**config.mk**
```make
export PLATFORM = sky130hd
export DESIGN_NAME = pool2_row_serializer
export DESIGN_NICKNAME = d
export VERILOG_FILES = /design/src/rtl/pool2_row_serializer.sv
export SDC_FILE = /design/constraint.sdc
export NUM_CORES = 2
export LEC_CHECK = 0
export CAP_MARGIN = 40
export CORE_AREA = 2 2 440 442
export CTS_BUF_LIST = sky130_fd_sc_hd__clkbuf_8
export CTS_CLUSTER_SIZE = 30
export DETAILED_ROUTE_END_ITERATION = 8
export DIE_AREA = 0 0 442 444
export PLACE_DENSITY = 0.5
export SKIP_CTS_REPAIR_TIMING = 1
export SYNTH_ARGS = -nofsm -noshare
export SYNTH_HDL_FRONTEND = slang
export SYNTH_SLANG_ARGS = --single-unit
export TNS_END_PERCENT = 5
```
**constraint.sdc**
```tcl
create_clock -name clk -period 32.2 [get_ports clk]
set_clock_uncertainty 0.15 [all_clocks]
set_input_delay 3.22 -clock clk [delete_from_list [all_inputs] [get_ports clk]]
set_output_delay 3.22 -clock clk [all_outputs]
set_load 0.01 [all_outputs]
```
**src/rtl/pool2_row_serializer.sv**
```systemverilog
// Accepts a four-word frame in one handshake and replays it one word per beat,
// with LEAD idle cycles before the first word and GAP idle cycles between words.
// Optional feature: define SER_IDX_EN to add the out_idx port.
module pool2_row_serializer #(
    parameter int DATA_W = 224,
    parameter int LEAD   = 0,
    parameter int GAP    = 2
) (
    input  logic              clk,
    input  logic              rst,
    input  logic [DATA_W-1:0] in_word_1,
    input  logic [DATA_W-1:0] in_word_2,
    input  logic [DATA_W-1:0] in_word_3,
    input  logic [DATA_W-1:0] in_word_4,
    input  logic              in_valid,
    output logic              in_ready,
    output logic [DATA_W-1:0] out_data,
    output logic              out_valid,
    input  logic              out_ready,
    output logic              out_last,
    output logic              frame_done,
`ifdef SER_IDX_EN
    output logic [1:0]        out_idx,
`endif
    output logic              busy
);

    typedef enum logic [1:0] {
        ST_IDLE,
        ST_LEAD,
        ST_SEND,
        ST_GAP
    } state_t;

    localparam logic [7:0] LEAD_CNT = (LEAD > 0) ? 8'(LEAD - 1) : 8'd0;
    localparam logic [7:0] GAP_CNT  = (GAP > 0)  ? 8'(GAP - 1)  : 8'd0;

    state_t            state;
    state_t            state_nxt;
    logic [1:0]        idx;
    logic [1:0]        idx_nxt;
    logic [7:0]        cnt;
    logic [7:0]        cnt_nxt;
    logic [DATA_W-1:0] word_buf [4];
    logic              load;
    logic              last_hs;

    logic [DATA_W-1:0] data_nxt;
    logic              valid_nxt;
    logic              last_nxt;
    logic              ready_nxt;
    logic              busy_nxt;
    logic [1:0]        oidx_nxt;
    logic [1:0]        oidx;

    // Outputs are registered from the next-state values so they line up with the state.
    always_ff @(posedge clk) begin
        if (rst) begin
            state      <= ST_IDLE;
            idx        <= 2'd0;
            cnt        <= 8'd0;
            for (int i = 0; i < 4; i++) begin
                word_buf[i] <= '0;
            end
            in_ready   <= 1'b0;
            out_data   <= '0;
            out_valid  <= 1'b0;
            out_last   <= 1'b0;
            frame_done <= 1'b0;
            busy       <= 1'b0;
            oidx       <= 2'd0;
        end else begin
            state      <= state_nxt;
            idx        <= idx_nxt;
            cnt        <= cnt_nxt;
            if (load) begin
                word_buf[0] <= in_word_1;
                word_buf[1] <= in_word_2;
                word_buf[2] <= in_word_3;
                word_buf[3] <= in_word_4;
            end
            in_ready   <= ready_nxt;
            out_data   <= data_nxt;
            out_valid  <= valid_nxt;
            out_last   <= last_nxt;
            frame_done <= last_hs;
            busy       <= busy_nxt;
            oidx       <= oidx_nxt;
        end
    end

    always_comb begin
        state_nxt = state;
        idx_nxt   = idx;
        cnt_nxt   = cnt;
        load      = 1'b0;
        last_hs   = 1'b0;
        case (state)
            ST_IDLE: begin
                if (in_valid && in_ready) begin
                    load    = 1'b1;
                    idx_nxt = 2'd0;
                    if (LEAD > 0) begin
                        state_nxt = ST_LEAD;
                        cnt_nxt   = LEAD_CNT;
                    end else begin
                        state_nxt = ST_SEND;
                    end
                end
            end
            ST_LEAD, ST_GAP: begin
                if (cnt == 8'd0) begin
                    state_nxt = ST_SEND;
                end else begin
                    cnt_nxt = cnt - 8'd1;
                end
            end
            ST_SEND: begin
                if (out_valid && out_ready) begin
                    if (idx == 2'd3) begin
                        state_nxt = ST_IDLE;
                        last_hs   = 1'b1;
                    end else begin
                        idx_nxt = idx + 2'd1;
                        if (GAP > 0) begin
                            state_nxt = ST_GAP;
                            cnt_nxt   = GAP_CNT;
                        end
                    end
                end
            end
            default: state_nxt = ST_IDLE;
        endcase
    end

    // With LEAD=0 the first word goes out the cycle after loading, before word_buf holds it.
    always_comb begin
        valid_nxt = (state_nxt == ST_SEND);
        ready_nxt = (state_nxt == ST_IDLE);
        busy_nxt  = (state_nxt != ST_IDLE);
        last_nxt  = valid_nxt && (idx_nxt == 2'd3);
        oidx_nxt  = valid_nxt ? idx_nxt : 2'd0;
        data_nxt  = '0;
        if (valid_nxt) begin
            data_nxt = load ? in_word_1 : word_buf[idx_nxt];
        end
    end

`ifdef SER_IDX_EN
    assign out_idx = oidx;
`else
    logic oidx_unused;
    assign oidx_unused = ^oidx;
`endif

endmodule

```
==> impl_metrics.toml <==
[global_route]
grt_overflow_total = 0
grt_max_degree = 258
grt_pass1_vias = 41100
antenna_found_initial = 110
grt_pass1_wl_mm = 323.9
grt.total_usage_pct = 23.04

[sta]
final_max_slew_viol_count = 0
final-setup-viol-count = 0
fin_hold_ws_ns = 0.3451
slew_headroom_pct = 26.37
fin_crit_sh_pct = 21.92
rsz0062_at_grt = "no"
timing.fmax_mhz = 141.7
tightest_slew_ns = 1.104
hold_viol = 0
tns_ns = 0
min_period_ns = 7.059

[pwr]
clkPwrFrac_pct = 38.5
p_leak_nw = 24.65
combPwrFrac_pct = 12.1
swShare_pct = 26.40
p_int_mw = 2.618
vdd_drop_max_uv = 32.79
power_per_cell_area_nw_per_um2 = 50.50
p_seq_share_pct = 49.4
p_sw_mw = 0.9391

[synthesis]
ys_warn_count = 0
synth_flop_cell = "edfxtp_1"
syn_nets = 5393
synth-edff-count = 896
async_reset_ff_share_pct = 0
syn_avg_cell_area_um2 = 11.60
synth_area_leaders = "edfxtp_1, and2_1, dfxtp_1"
muxShareOfSynthArea_pct = 1.056
synth_top_family_by_area = "compound AO/OA/AOI/OAI gates"
synth_top_area_share_pct = 51.62
synthXorXnorAreaFrac_pct = 0.06721
synth_cells = 4492
ys_ff_latch = 1137
synthAdderAreaFrac_pct = 0.02400
synth_top_cell_by_area = "edfxtp_1"
ys_types = 55
yosysSeqAreaShare_pct = 60.87
synth_area_um2 = 52120
synth_compound_area_share_pct = 16.89
synthSimpleGateAreaFrac_pct = 16.67

[floorplanning]
core_um2 = 191600
start_util_pct = 27.21
fp.dieH_um = 444
fp.dieW_um = 442
ios = 1129
std_cell_rows = 161
die_area_um2 = 196200

[hold_path]
whs_path_depth = 2
hp-class = "reg2reg"

[setup_path]
end_kind = "flip-flop"
required_ns = 32.86
crit_type = "in2reg"
rr_worst_depth = 9
cp_max_fo = 37
r2r_slack_ns = 27.35
critPathLaunchType = "input pin"
cp.arrival_ns = 7.72

[clocking]
htree_levels = 4
clock_sinks = 1137
root_buffer = "clkbuf_8"
cts_buffers = 206
cts_buffer_depth = 3
cts_tree = "built"
cts.clk_slew.worst_paths_ns = 0.06
clk_latency_ns = 0.97

[run]
drv_cap = 0

[drt]
drc = 3
drt_iter0_drc = 4630
ant_nets = 0
avgRoutedWirePerCell_um = 28.37
drt_pass1_iterations = 9
viasPerCell = 5.084
wirelength_mm = 235.8
dr_total_vias = 42260

[run_status]
violations = "DRC"
outcome = "finished, violations left"

[final_layout]
fillers = 19060
area_growth_pct = 35.14
nNetsFinal = 6413
drive_gt1_share_pct = 9.510

[placed_design]
port-buffer-count = 1128
dp_hpwl_mm = 161.3
place_congestion = 0.8951
[worst paths after layout]
kind                  start           end
setup / recovery  out_ready  out_data[30]
hold / removal       cnt[0]        cnt[0]
setup reg to reg     idx[0]  out_data[30]
hold reg to reg      cnt[0]        cnt[0]
[logic make-up after synthesis]
kind of cell,after synthesis
flip-flops,1137
multiplexers,55
AO/OA/AOI/OAI,1065
adder cells (fa/ha/maj),1
AND/OR/NAND/NOR,1668
XOR/XNOR,4
buffers and inverters,562
[synthesized netlist by cell type (3+ instances only)]
library cell / instances
a222oi_1: 57
a311oi_2: 150
and2_1: 897
nor2b_1: 3
o2bb2ai_1: 58
nor3_1: 4
buf_4: 7
edfxtp_1: 896
o22ai_1: 93
a32o_1: 18
buf_2: 32
a221o_1: 54
o21ai_0: 206
nand2b_1: 23
nand2_1: 428
a22oi_1: 19
buf_6: 17
inv_1: 152
a311oi_1: 74
a21oi_1: 156
nor2_1: 293
mux2i_1: 55
dfxtp_1: 241
buf_1: 29
clkbuf_1: 325
a221oi_1: 165
a211oi_1: 4
[cell usage in the layout, fill, tap and decap left out, types with 11 or more instances in the layout]
cell type | netlist | routed
a222oi_1 | 57 | 57
nor2_1 | 293 | 288
and2_1 | 897 | 897
clkinv_1 | 0 | 29
a22oi_1 | 19 | 19
nand2b_1 | 23 | 20
clkdlybuf4s50_1 | 0 | 1127
buf_12 | 0 | 11
dfxtp_1 | 241 | 239
mux2i_1 | 55 | 55
edfxtp_1 | 896 | 896
a221o_1 | 54 | 54
diode_2 | 0 | 96
inv_1 | 152 | 234
buf_16 | 0 | 16
o22ai_1 | 93 | 93
clkinv_2 | 0 | 17
a221oi_1 | 165 | 165
a21oi_1 | 156 | 156
o2bb2ai_1 | 58 | 58
a32o_1 | 18 | 18
buf_4 | 7 | 66
a311oi_2 | 150 | 150
o21ai_0 | 206 | 205
clkbuf_8 | 0 | 238
a311oi_1 | 74 | 74
nand2_1 | 428 | 428
[per-stage QoR]
stage | worst slack [ns] | power (mW) | std cells | cell area (um2) | util [%]
6_report | 25.14 | 3.557 | 8311 | 70440 | 36.77
5_1_grt | 25.08 | 3.692 | 8303 | 70420 | 36.76
4_1_cts | 25.26 | 3.595 | 8215 | 70200 | 36.64
3_5_place_dp | 24.14 | 2.212 | 7830 | 66140 | 34.53
3_3_place_gp | 23.88 | 2.202 | 7808 | 65600 | 34.24
2_1_floorplan | 5.029 | 2.044 | 4492 | 52130 | -
[power groups by stage]
stage	clock (mW)	sequential [mW]	combinational, mW
after floorplan	0	1.86	0.183
after global placement	0	1.78	0.418
after detailed placement	0	1.78	0.430
after CTS	1.41	1.75	0.432
after global routing	1.47	1.76	0.459
final	1.37	1.76	0.430
[layer usage]
| layer | GRT usage, % | wire [um] | up-vias |
|---|---|---|---|
| met1 | 28.54 | 94830 | 21200 |
| met4 | 13.00 | 9880 | 2 |
| met3 | 5.114 | 16320 | 420 |
| met5 | 0 | 8 | - |
| li1 | - | - | 18650 |
| met2 | 37.10 | 114700 | 1986 |
[state kept, by name, indices dropped and copies added, names as in the netlist]
name and flops:
out_valid 1, out_last 1, in_ready 1, out_data 224, frame_done 1, idx 2, busy 1, cnt 8
word_buf 896, state 2
[worst max-delay path, cell delays in order]
cell and delay (ns):
clkdlybuf4s50_1 0.52, and4b_4 0.68, a21o_1 0.35, or3_4 0.59, buf_4 0.68, buf_4 0.67
buf_4 0.39, buf_16 0.30, a311oi_2 0.07
[layout make-up]
type                       instances  area (um2)  share of cell area [%]
antenna                           96       240.2                  0.3410
multi-input combinational       2793       18220                   25.86
timing repair buffer            1222       12460                   17.68
clock inverter                   147       783.3                   1.112
sequential                      1137       31740                   45.06
tap                             2526        3161                   4.487
clock buffer                     238        3276                   4.650
inverter                         152       570.5                  0.8100
Note: power is estimated with default switching activity, not from simulation.
